## src/rtl/pdp_rdma_eg_rsp_unpack.sv

```systemverilog
`default_nettype none
// ============================================================================
// Module   : pdp_rdma_eg_rsp_unpack
// Brief    : Splits 514-bit PDP RDMA read-response words (512 data bits plus
//            a 2-bit half mask) into 256-bit beats for the PDP datapath.
//            It returns one latency-FIFO credit per consumed word and counts
//            atoms against a per-surface total.
// Revision : 1.0  initial release
// ============================================================================
module pdp_rdma_eg_rsp_unpack #(
    parameter int CNT_W = 14
) (
    input  logic             nvdla_core_clk,
    input  logic             nvdla_core_rst,
    input  logic             rsp_valid_in,
    output logic             rsp_ready_in,
    input  logic [513:0]     rsp_pd_in,
    output logic             dp_valid,
    input  logic             dp_ready,
    output logic [255:0]     dp_data,
    output logic             dp_last,
    output logic             rsp_pop,
    input  logic [CNT_W-1:0] cfg_atom_total,
    output logic [CNT_W-1:0] atom_cnt,
    output logic             done,
    output logic             mask_err
);

    typedef enum logic [1:0] {
        ST_EMPTY = 2'd0,
        ST_LO    = 2'd1,
        ST_HI    = 2'd2
    } state_t;

    state_t             r_state;
    logic               r_hi_pend;
    logic [511:0]       r_hold;
    logic               r_pop_pend;

    logic [1:0]         w_mask;
    logic               w_accept;
    logic               w_hs;
    logic               w_last_hs;
    logic               w_drop;
    logic [CNT_W-1:0]   w_cnt_inc;
    logic               w_wrap;

    assign w_mask    = rsp_pd_in[513:512];
    assign w_hs      = dp_valid & dp_ready;
    assign w_last_hs = w_hs & dp_last;

    // A new word may enter when the holder is empty or its final beat leaves
    // this cycle; the reset gate keeps the port closed while reset is held.
    assign rsp_ready_in = ~nvdla_core_rst & ((r_state == ST_EMPTY) | w_last_hs);
    assign w_accept     = rsp_valid_in & rsp_ready_in;
    assign w_drop       = w_accept & (w_mask == 2'b00);

    // Beat presentation comes purely from registered state, so rsp_valid_in
    // has no combinational route to dp_valid.
    assign dp_valid = (r_state != ST_EMPTY);
    assign dp_last  = (r_state == ST_HI) | ((r_state == ST_LO) & ~r_hi_pend);
    assign dp_data  = (r_state == ST_HI) ? r_hold[511:256] :
                      (r_state == ST_LO) ? r_hold[255:0]   : 256'd0;

    assign w_cnt_inc = atom_cnt + {{(CNT_W-1){1'b0}}, 1'b1};
    assign w_wrap    = (cfg_atom_total != '0) && (w_cnt_inc == cfg_atom_total);

    // Holding-register state machine: load on a non-empty accept, otherwise
    // advance LO->HI or drain to EMPTY on a beat handshake.
    always_ff @(posedge nvdla_core_clk) begin
        if (nvdla_core_rst) begin
            r_state   <= ST_EMPTY;
            r_hi_pend <= 1'b0;
        end else if (w_accept && (w_mask != 2'b00)) begin
            r_hold <= rsp_pd_in[511:0];
            case (w_mask)
                2'b01: begin
                    r_state   <= ST_LO;
                    r_hi_pend <= 1'b0;
                end
                2'b10: begin
                    r_state   <= ST_HI;
                    r_hi_pend <= 1'b0;
                end
                default: begin
                    r_state   <= ST_LO;
                    r_hi_pend <= 1'b1;
                end
            endcase
        end else if (w_hs) begin
            if ((r_state == ST_LO) && r_hi_pend) begin
                r_state   <= ST_HI;
                r_hi_pend <= 1'b0;
            end else begin
                r_state   <= ST_EMPTY;
                r_hi_pend <= 1'b0;
            end
        end
    end

    // Credit return: a last handshake and a dropped word in the same cycle
    // need two pops, so the second is parked in a one-bit pending flag.
    always_ff @(posedge nvdla_core_clk) begin
        if (nvdla_core_rst) begin
            rsp_pop    <= 1'b0;
            r_pop_pend <= 1'b0;
            mask_err   <= 1'b0;
        end else begin
            rsp_pop    <= w_last_hs | w_drop | r_pop_pend;
            r_pop_pend <= (w_last_hs & w_drop) | (r_pop_pend & (w_last_hs | w_drop));
            if (w_drop) begin
                mask_err <= 1'b1;
            end
        end
    end

    // Atom counter: wraps to zero with a done pulse at the surface total,
    // free-runs when the total is zero.
    always_ff @(posedge nvdla_core_clk) begin
        if (nvdla_core_rst) begin
            atom_cnt <= '0;
            done     <= 1'b0;
        end else begin
            done <= 1'b0;
            if (w_hs) begin
                if (w_wrap) begin
                    atom_cnt <= '0;
                    done     <= 1'b1;
                end else begin
                    atom_cnt <= w_cnt_inc;
                end
            end
        end
    end

endmodule
`default_nettype wire
```

## config.mk

```make
export PLATFORM = sky130hd
export DESIGN_NAME = pdp_rdma_eg_rsp_unpack
export DESIGN_NICKNAME = d
export VERILOG_FILES = /design/src/rtl/pdp_rdma_eg_rsp_unpack.sv
export SDC_FILE = /design/constraint.sdc
export NUM_CORES = 1
export LEC_CHECK = 0
export CAP_MARGIN = 20
export CORE_AREA = 2 2 314 316
export CTS_CLUSTER_SIZE = 25
export DETAILED_ROUTE_END_ITERATION = 8
export DIE_AREA = 0 0 316 318
export GPL_ROUTABILITY_DRIVEN = 0
export SLEW_MARGIN = 10
export SYNTH_ARGS = -nofsm -noshare
export SYNTH_HDL_FRONTEND = slang
export SYNTH_SLANG_ARGS = --single-unit
```

## constraint.sdc

```tcl
create_clock -name nvdla_core_clk -period 72.1 [get_ports nvdla_core_clk]
set_clock_uncertainty 0.2 [all_clocks]
set_input_delay 18.025 -clock nvdla_core_clk [delete_from_list [all_inputs] [get_ports nvdla_core_clk]]
set_output_delay 18.025 -clock nvdla_core_clk [all_outputs]
set_load 0.005 [all_outputs]
```

==> flow_metrics.py <==
metrics = {
    "layout": {
        "utilization_pct": 31.8,
        "nets": 2383,
        "design_area_um2": 30900,
        "syn_to_final_growth_pct": 59.1,
        "fillCellCount": 9433,
        "final_cell_count_no_fill": 3182,
        "layout-drive-gt1-share_pct": 6.60,
    },
    "setup_path": {
        "r2r-start": "r_state[1]",
        "cp_data_arrival_time_ns": 19.99,
        "crit_buf_inv": 2,
        "crit_chain": "clkdlybuf4s50_1 > a21oi_1 > clkdlybuf4s50_1",
        "crit_family": "buffers and inverters",
        "cp-startpoint": "nvdla_core_rst",
        "worstSetupPathType": "in2out",
        "cpPeakStageDelay_ns": 0.86,
        "crit_path_end_kind": "primary output",
        "cp_slowest_cell": "clkdlybuf4s50_1",
        "path_max_fanout": 22,
        "required_ns": 53.88,
        "cpMostUsedCell": "clkdlybuf4s50_1",
        "crit_path_start_kind": "input port",
    },
    "clock_network": {
        "tritoncts": "yes",
        "cts_made_buffers": 60,
        "insertion_delay_ns": 0.63,
        "cts.sinks": 533,
        "clk_pin_slew_ns": 0.06,
        "cts_hold_buf": 0,
        "cts_root_buf": "clkbuf_16",
        "cts_resized": 0,
        "clock_path_buffers": 3,
        "htreeDepth": 2,
        "post_cts_buffers": 0,
    },
    "timing": {
        "min_period_ns": 38.22,
        "drv_slew": 0,
        "max_freq_ghz": 0.0262,
        "relSlewSlack_pct": 30.9,
        "tns_ns": 0,
        "rsz0062_at_grt": "no",
        "max_slew.worst_pin.slew_ns": 1.04,
        "setup_viol": 0,
        "fin_crit_sh_pct": 53.0,
        "setup_slack_ns": 33.88,
        "final_hold_viol_count": 0,
    },
    "status": {
        "status": "finished, final reports clean",
    },
    "floorplanning": {
        "die_w_um": 316,
        "die_area_um2": 100000,
        "dieHeight_um": 318,
        "io_pins": 808,
        "start_util_pct": 20.0,
        "row_count": 115,
        "core_um2": 97400,
    },
    "grt": {
        "grt_start_max_net_pins": 90,
        "grt_overflow": 0,
        "grt_pass1_wl_um": 91800,
        "track_usage_pct": 12.3,
        "grt_pass1_vias": 13500,
        "antenna_found_initial": 5,
    },
    "logic_synthesis": {
        "yosysUniqueCellTypes": 46,
        "synth_common_cells": "512 x edfxtp_1, 256 x a22o_1, 63 x clkbuf_1, 28 x nand2_1, 21 x dfxtp_1",
        "syn_area_um2": 19400,
        "synth_top_cell_area_share_pct": 79.1,
        "synth_ff_type": "edfxtp_1",
        "yosysWarnings": 0,
        "synthCells": 1033,
        "syn-num-nets": 1568,
        "synthTopCellsByArea": "edfxtp_1 79%, a22o_1 12%, dfxtp_1 2.2%, clkbuf_1 1.2%, nand2_1 0.54%",
        "async_reset_ff_share_pct": 0,
        "yosysTopAreaCell": "edfxtp_1",
        "yosysSeqAreaShare_pct": 81.2,
        "synth_most_common_cell": "edfxtp_1",
        "ys_ff_latch": 533,
        "syn_area_per_cell_um2": 18.8,
        "synth-edff-count": 512,
    },
    "detailed_routing": {
        "drcViolationCount": 0,
        "vias": 12900,
        "initialDrtViolationCount": 856,
        "avgRoutedWirePerCell_um": 20.2,
        "ant_nets": 0,
        "dr.pass1.iters": 5,
        "vias_per_cell": 4.05,
        "wl_um": 64400,
    },
    "place": {
        "dp_hpwl_um": 47300,
        "pre_cts_slack_ns": 33.88,
        "dp.cells": 3072,
        "place_area_um2": 29000,
        "io_buffers": 807,
    },
    "worst_hold_path": {
        "hp-start": "mask_err",
        "hp-class": "reg2reg",
    },
    "power_and_ir_drop": {
        "power_density_nw_per_um2": 23.6,
        "power.leakage_nw": 10.2,
        "ir_drop_mv": 0.0201,
    },
    "flow_run": {
        "max_cap_violations": 0,
    },
}
[sequential cells by signal, indices dropped and copies added (netlist names)]
register,count
r_hold,512
mask_err,1
done,1
atom_cnt,14
r_hi_pend,1
rsp_pop,1
r_state,2
r_pop_pend,1
[logic make-up (layout without fill, tap and decap cells)]
family          count (synthesis)  count (layout)  share of synthesized area (%)
buf+inv                        76             936                           1.60
simple gates                  106             106                           3.19
other cells                     0               2                              0
mux                             4               4                          0.212
fa+ha+maj                       3               3                          0.193
xor+xnor                       15              15                          0.714
compound gates                296             296                           12.8
flops                         533             533                           81.2
[cell type report]
type                       instances  area [um^2]  share of cell area, %
tap                             1287         1610                   5.20
sequential                       533        15800                   51.1
antenna                            2         5.00                 0.0162
multi-input combinational        424         3360                   10.9
clock inverter                    32          349                   1.13
clock buffer                      75         1580                   5.10
inverter                           5         18.8                 0.0607
timing repair buffer             824         8230                   26.6
[placed cells by master (no fill, tap or decap), types with 7 or more instances in the layout]
master           count
clkinv_1            10
clkbuf_16           61
a31oi_1             10
clkbuf_1            14
buf_4               16
a21oi_1             14
edfxtp_1           512
dfxtp_1             21
nand3_1              8
nor3_1              13
nor2b_1              7
nand2_1             28
xnor2_1             11
clkinv_2             9
a22o_1             256
clkdlybuf4s50_1    807
[per-stage QoR]
stage | hold slack, ns | power (W)
after floorplan | 0.242 | 0.000395
after global placement | 0.234 | 0.000436
after detailed placement | 0.240 | 0.000438
after CTS | 0.249 | 0.000742
after global routing | 0.289 | 0.000759
final | 0.250 | 0.000731
[power by group]
part	switching (W)	internal, W	leakage (nW)
sequential	0.00000386	0.000355	4.90
combinational	0.0000264	0.0000449	4.33
clock	0.000125	0.000176	0.931
[metal layers]
metal	up-vias	share of wire [%]	track usage (%)
li1	5887	-	-
met1	6370	38	13.8
met2	537	50	21.5
met3	85	9.7	4.90
met4	6	2.1	3.17
met5	-	0.061	0
[path summary, 6_finish.rpt]
| check | to | slack (ns) | depth (start not counted) |
|---|---|---|---|
| worst max-delay path | rsp_ready_in | 33.88 | 3 |
| worst min-delay path | mask_err | 0.25 | 2 |
| worst max register to register | r_hold[294] | 65.92 | 11 |
| worst min register to register | mask_err | 0.25 | 2 |
[tightest hold or removal path: stages, from the launching register on]
cell	delay (ns)
dfxtp_1	0.31
inv_1	0.05
a21oi_1	0.05
No activity file was read; power rests on OpenSTA's default activity.
